--- src/rtl/irq_pkg.sv ---
// Shared definitions for the interrupt capture/arbitration front end:
// request width, ID width, FSM state encoding and the ID-to-clear-vector helper.
package irq_pkg;

    localparam int NUM_REQ = 4;
    localparam int ID_W    = 2;

    typedef enum logic {
        IDLE    = 1'b0,
        PRESENT = 1'b1
    } state_t;

    function automatic logic [NUM_REQ-1:0] onehot_id(input logic [ID_W-1:0] id);
        onehot_id     = '0;
        onehot_id[id] = 1'b1;
    endfunction

endpackage

--- src/rtl/irq_req_sync.sv ---
// Multi-flop synchroniser for asynchronous request lines, followed by a
// one-cycle delayed copy used to detect rising edges of the synchronised level.
module irq_req_sync
    import irq_pkg::*;
#(
    parameter int SYNC_STAGES = 2,
    parameter int W           = NUM_REQ
) (
    input  logic         clk,
    input  logic         rst_n,
    input  logic [W-1:0] req_in,
    output logic [W-1:0] req_s,
    output logic [W-1:0] rise
);

    logic [W-1:0] sync_q [SYNC_STAGES];
    logic [W-1:0] req_d;

    always_ff @(posedge clk or negedge rst_n) begin
        if (!rst_n) begin
            for (int i = 0; i < SYNC_STAGES; i++) begin
                sync_q[i] <= '0;
            end
            req_d <= '0;
        end else begin
            sync_q[0] <= req_in;
            for (int i = 1; i < SYNC_STAGES; i++) begin
                sync_q[i] <= sync_q[i-1];
            end
            req_d <= req_s;
        end
    end

    assign req_s = sync_q[SYNC_STAGES-1];
    assign rise  = req_s & ~req_d;

endmodule

--- src/rtl/irq_capture_arbiter.sv ---
// Captures synchronised request edges into a sticky pending register, then
// presents the highest-index eligible request as a 2-bit ID on valid/ready.
module irq_capture_arbiter
    import irq_pkg::*;
#(
    parameter int SYNC_STAGES = 2,
    parameter int EDGE_MODE   = 1
) (
    input  logic               clk,
    input  logic               rst_n,
    input  logic [NUM_REQ-1:0] req_in,
    input  logic [NUM_REQ-1:0] mask,
    output logic [ID_W-1:0]    out_id,
    output logic               out_valid,
    input  logic               out_ready,
    output logic [NUM_REQ-1:0] pending,
    output logic [NUM_REQ-1:0] ovf,
    input  logic [NUM_REQ-1:0] ovf_clr
);

    logic [NUM_REQ-1:0] req_s;
    logic [NUM_REQ-1:0] rise;
    logic [NUM_REQ-1:0] elig;
    logic [NUM_REQ-1:0] clr_vec;
    logic [ID_W-1:0]    sel_id;
    logic               fire;
    state_t             state;

    irq_req_sync #(
        .SYNC_STAGES (SYNC_STAGES),
        .W           (NUM_REQ)
    ) u_sync (
        .clk    (clk),
        .rst_n  (rst_n),
        .req_in (req_in),
        .req_s  (req_s),
        .rise   (rise)
    );

    // Handshake: out_id/out_valid are registered and held stable while
    // out_valid=1; a transfer happens on a clk edge where out_valid && out_ready.
    // out_ready is ignored while out_valid=0.
    assign fire    = (state == PRESENT) && out_ready;
    assign clr_vec = fire ? onehot_id(out_id) : '0;
    assign elig    = pending & mask;

    always_comb begin
        sel_id = '0;
        for (int i = 0; i < NUM_REQ; i++) begin
            if (elig[i]) begin
                sel_id = ID_W'(i);
            end
        end
    end

    // A new rise on the bit being serviced re-arms it rather than overflowing.
    always_ff @(posedge clk or negedge rst_n) begin
        if (!rst_n) begin
            pending <= '0;
            ovf     <= '0;
        end else if (EDGE_MODE != 0) begin
            pending <= (pending & ~clr_vec) | rise;
            ovf     <= (ovf & ~ovf_clr) | (rise & pending & ~clr_vec);
        end else begin
            pending <= req_s;
            ovf     <= '0;
        end
    end

    always_ff @(posedge clk or negedge rst_n) begin
        if (!rst_n) begin
            state     <= IDLE;
            out_valid <= 1'b0;
            out_id    <= '0;
        end else begin
            case (state)
                IDLE: begin
                    if (elig != '0) begin
                        out_id    <= sel_id;
                        out_valid <= 1'b1;
                        state     <= PRESENT;
                    end else begin
                        out_valid <= 1'b0;
                    end
                end
                PRESENT: begin
                    if (out_ready) begin
                        out_valid <= 1'b0;
                        state     <= IDLE;
                    end
                end
                default: begin
                    out_valid <= 1'b0;
                    state     <= IDLE;
                end
            endcase
        end
    end

endmodule

--- config.mk ---
export PLATFORM = sky130hd
export DESIGN_NAME = irq_capture_arbiter
export DESIGN_NICKNAME = d
export VERILOG_FILES = /design/src/rtl/irq_pkg.sv /design/src/rtl/irq_req_sync.sv /design/src/rtl/irq_capture_arbiter.sv
export SDC_FILE = /design/constraint.sdc
export NUM_CORES = 1
export LEC_CHECK = 0
export BUFFER_PORTS_ARGS = -buffer_cell sky130_fd_sc_hd__buf_2
export CAP_MARGIN = 10
export CORE_MARGIN = 2
export CORE_UTILIZATION = 30
export CTS_CLUSTER_DIAMETER = 200
export CTS_CLUSTER_SIZE = 40
export DETAILED_ROUTE_END_ITERATION = 10
export MAX_ROUTING_LAYER = met4
export PLACE_DENSITY_LB_ADDON = 0.15
export SETUP_SLACK_MARGIN = 0.5
export SYNTH_ARGS = -nofsm -noshare
export SYNTH_HDL_FRONTEND = slang
export SYNTH_SLANG_ARGS = --single-unit
--- constraint.sdc ---
create_clock -name clk -period 0.9 [get_ports clk]
set_input_delay 0.045 -clock clk [delete_from_list [all_inputs] [get_ports clk]]
set_output_delay 0.045 -clock clk [all_outputs]
set_load 0.01 [all_outputs]
Word-level counts from Yosys, hierarchy flattened:

Index checks and enable logic that the tools add are counted.

* input bits: 15
* word-level logic and storage cells: 38
* output and inout port bits: 11
* register bits after elaboration: 24

* $lt $le $gt $ge: 2
* mux-type cells: 11
* eq/ne operators: 1
* bitwise gates (word level): 12
* reductions and logical operators: 4

Operators with widths (number)
* 4-bit AND: 6
* 4-bit inverter: 3
* 4-bit OR: 2
* 1-bit two-way mux: 5
* 2-bit two-way mux: 2
* 4-bit two-way mux: 1
* 1-bit case mux with 2 select lines: 2
* 4-bit nonzero test: 1
* 2-bit by 3-bit < comparator with 1-bit output, second input constant: 1
* 1-bit demux with 2-bit select: 1
* 2-bit by 1-bit >= comparator with 1-bit output, second input constant: 1
* 1-bit logical AND: 2
* 2-bit != test, second input constant: 1
* 2-bit AND reduction: 1
* 1-bit inverter: 1

Logic depth before layout (Yosys ltp):

* depth in word-level cells: 8
* mapped depth: 4

Cells and area by module:

Synthesis repeated with hierarchy kept, for this count alone.

* cells, all modules: 69
* area, all modules: 902.1 um^2

By module, submodules not included
* irq_capture_arbiter: area each 516.7 um^2, seq. area each 300.3 um^2, times used 1, cells each 49
* irq_req_sync: area each 385.4 um^2, seq. area each 300.3 um^2, times used 1, cells each 20

Worst setup path after synthesis:

Ideal clock, no wire load.

* path kind: register -> register
* from: register pending[0]
* to: register out_id[0]
* cell stages (with the launch flop): 4
* data arrival time: 900 ps
* slack: -126 ps
* period minus slack after synthesis: 1026 ps
* path buffers: 0
* cells stage by stage: dfrtp_1 > nand2_2 > o2bb2ai_1 > a221o_1

* longest elaborated chain between the ends: 3

Ends and longest elaborated chain
* start: declaration: line irq_capture_arbiter.sv:16 `output logic [NUM_REQ-1:0] pending,`
* start signal: assignment: line irq_capture_arbiter.sv:62 `pending <= (pending & ~clr_vec) | rise;`
* start signal: assignment: line irq_capture_arbiter.sv:65 `pending <= req_s;`
* 4-bit AND: line irq_capture_arbiter.sv:45 `assign elig = pending & mask;`
* 4-bit nonzero test: line irq_capture_arbiter.sv:78 `if (elig != '0) begin`
* 2-bit AND reduction (no source line)
* end signal: assignment: line irq_capture_arbiter.sv:79 `out_id <= sel_id;`
* end: declaration: line irq_capture_arbiter.sv:13 `output logic [ID_W-1:0] out_id,`

No other way between the ends.
A chain may end at the register's enable or synchronous reset.

Worst setup path in the final report:

* from: register state
* to: register out_id[1]

* longest elaborated chain between the ends: 2

Ends and longest elaborated chain
* start: declaration: line irq_capture_arbiter.sv:27 `state_t state;`
* start signal: assignment: line irq_capture_arbiter.sv:72 `state <= IDLE;`
* start signal: assignment: line irq_capture_arbiter.sv:81 `state <= PRESENT;`
* start signal: assignment: line irq_capture_arbiter.sv:89 `state <= IDLE;`
* 1-bit inverter (no source line)
* 2-bit AND reduction (no source line)

No other way between the ends.

==> results by group <==
Run status
  – Status: finished with violations
  – Failing checks: hold timing, setup timing

Floorplan
  – Initial Utilization: 30.9%
  – Die Wd: 56.6 µm
  – Die Ht: 56.6 µm
  – Core box area: 2690 µm²
  – Ports: 26
  – Die Area: 3200 µm²
  – Site Rows: 19

Final layout
  – Share of post-route cells with drive strength above 1: 59.3%
  – Most common cell after layout, fill and taps aside: dfrtp_1
  – Filler cells: 247
  – Most frequent cells in the layout: dfrtp_1 (21), buf_2 (19), buf_6 (17)
  – Area Growth Syn to Fin: 54.8%
  – # diodes: 0
  – Final cell count without fillers: 139
  – Util after Layout: 47.8%
  – Post-layout net count: 124
  – Cell area after layout: 1280 µm²

Logic synthesis
  – Warnings from Yosys: 0
  – Synthesized area: 830 µm²
  – Syn Nets: 77
  – Synth top area share: 72.4%
  – Area leader, netlist: dfrtp_1
  – Mapped Avg Cell Area: 13.4 µm²
  – Register area share after synthesis: 72.4%
  – Netlist cell types: 17
  – #FFs+latches synth: 24
  – Synth area leaders: dfrtp_1 (72%), nand2b_1 (3.0%), o22ai_1 (3.0%)
  – Post-synthesis cell count: 62

Timing
  – Setup TNS: -2.07 ns
  – Worst-Margin Slew: 0.290 ns
  – Final period utilization: 123%
  – Final Max Tran Viols: 0
  – # setup viols final: 18
  – Max Clock Freq: 907 MHz
  – Tmin final: 1.10 ns
  – Setup WS post-layout: -0.203 ns
  – Clock Skew: 0.0135 ns
  – Fin. Hold Viols: 32
  – RSZ-0062 raised after global routing: yes
  – Hold_ws: -0.414 ns
  – Slew Limit Headroom: 80.7%

Clock network
  – H-tree depth: 1
  – CTS Buf Count: 3
  – Clk buf depth: 2
  – TritonCTS clock tree: yes
  – Clock root cell: clkbuf_4
  – Clock-pin transition on the worst setup and hold timing paths: 0.14 ns
  – Skew-Pair Late Insertion Delay: 0.31 ns
  – CTS Sinks: 24

Routing
  – Wire per inst: 12.7 µm
  – Routed wire length: 1770 µm
  – DR vias: 630
  – Via-per-instance ratio: 4.53
  – Pre-Repair DR Iteration Count: 3
  – Number of routed nets with antenna violations: 0
  – Detailed-route DRC error count: 0
  – Iter 0 DRT Violations: 8

Setup path
  – CP bufs+invs: 2
  – Crit end category: flop
  – Worst r2r dst: out_id[1]$_DFFE_PN0P_
  – CP top delay family: flip-flops
  – Max incr delay on CP: 0.48 ns
  – Max FO, Critical Path: 6
  – CP Data Required Time: 1.12 ns
  – Slowest cell on crit path: dfrtp_2
  – R2R Setup Slk: -0.20 ns
  – Crit-path cells: buf_6, buf_6, a21o_1, a21o_1
  – Critical setup path kind: reg2reg
  – CP Data Arrival Time: 1.33 ns
  – FF-to-FF path depth: 4
  – RR Startpoint: state$_DFF_PN0_
  – Worst setup SP type: flop

Global routing
  – First-pass GRT wire length: 2880 µm
  – Largest net degree at the start of global routing: 14
  – Initial antenna violation count: 0
  – GR Overflow Total: 0
  – Vias in the first global route: 629
  – Total routing usage reported by global routing: 12.3%

Placement
  – Buffers on Ports: 25
  – Post-place setup slack: -0.177 ns
  – Area after DPL: 1060 µm²
  – DP HPWL: 1130 µm
  – Final GP Congestion: 0.705
  – Post-placement cell count: 126

Pwr
  – Peak VDD IR: 2.05 mV
  – Pwr Total: 4.12 mW
  – Pwr dens: 3210 nW/µm²
  – Lkg Pwr: 0.617 nW

Flow run
  – Max_cap viols: 0

Hold path
  – Hold crit path type: in2async
## cell usage after synthesis, drive strengths merged
cell type,count
buf,1
nand3,1
inv,6
o31ai,2
o22ai,4
a221o,1
nand2b,4
o2bb2ai,1
a31o,1
nand2,9
a41oi,1
a21oi,1
o21ai,2
nor2,1
dfrtp,24
a21o,3
## worst register-to-register path, stage by stage (launching register included)
cell,delay (ns)
dfrtp_2,0.48
buf_6,0.13
buf_6,0.11
a21o_1,0.15
a21o_1,0.14
## sequential cells by signal, summed over array words and instances, names as in the netlist
signal         cells
ovf                4
u_sync.sync_q      4
out_id             2
pending            4
u_sync.req_s       4
state              1
out_valid          1
u_sync.req_d       4
## power by group
group | internal [mW] | total (mW) | switching, mW
logic | 1.18 | 1.94 | 0.759
clock network | 0.247 | 0.559 | 0.312
registers | 1.34 | 1.62 | 0.279
## area by class of cell
cell class | instances | area [µm²] | share of cell area, %
Sequential cell | 24 | 604 | 47.1
Timing Repair Buffer | 43 | 339 | 26.4
Multi-Input combinational cell | 31 | 243 | 18.9
Tap cell | 31 | 38.8 | 3.02
Clock buffer | 4 | 36.3 | 2.83
Inverter | 6 | 22.5 | 1.75
## cell families (layout without fill, tap and decap cells)
| logic type | Yosys count | in the layout | synth area share (%) |
|---|---|---|---|
| simple gates | 15 | 15 | 9.05 |
| compound gates | 16 | 16 | 14.9 |
| buf+inv | 7 | 53 | 3.62 |
| flops | 24 | 24 | 72.4 |
## worst max path at each step
stage / startpoint / to / slack (ns) / depth (start not counted)
floorplan: pending[0]$_DFF_PN0_ / out_id[0]$_DFFE_PN0P_ / -0.10 / 3
global placement: out_id[0]$_DFFE_PN0P_ / ovf[1]$_DFF_PN0_ / -0.20 / 3
detailed placement: out_id[0]$_DFFE_PN0P_ / ovf[1]$_DFF_PN0_ / -0.18 / 3
CTS: out_id[1]$_DFFE_PN0P_ / out_id[1] / -0.19 / 2
global route: state$_DFF_PN0_ / out_id[1]$_DFFE_PN0P_ / -0.24 / 4
finish: state$_DFF_PN0_ / out_id[1]$_DFFE_PN0P_ / -0.20 / 4
## per-layer routing
metal  vias to the layer above  GRT usage, %  share of wire (%)
li1                        305             -                  -
met4                         0          6.12               0.96
met2                        16          19.4                 53
met1                       307          15.1                 41
met5                         -             -                  0
met3                         2          2.07                4.3
## timing repair
| action | in CTS | in global routing |
|---|---|---|
| buffers inserted | 3 | 6 |
| pin swaps | 5 | 4 |
| endpoints found under the hold margin | 32 | 32 |
| endpoints found under the setup margin | 31 | 31 |
| gates resized for setup | 21 | 7 |
Note: power is estimated with default switching activity, not from simulation.
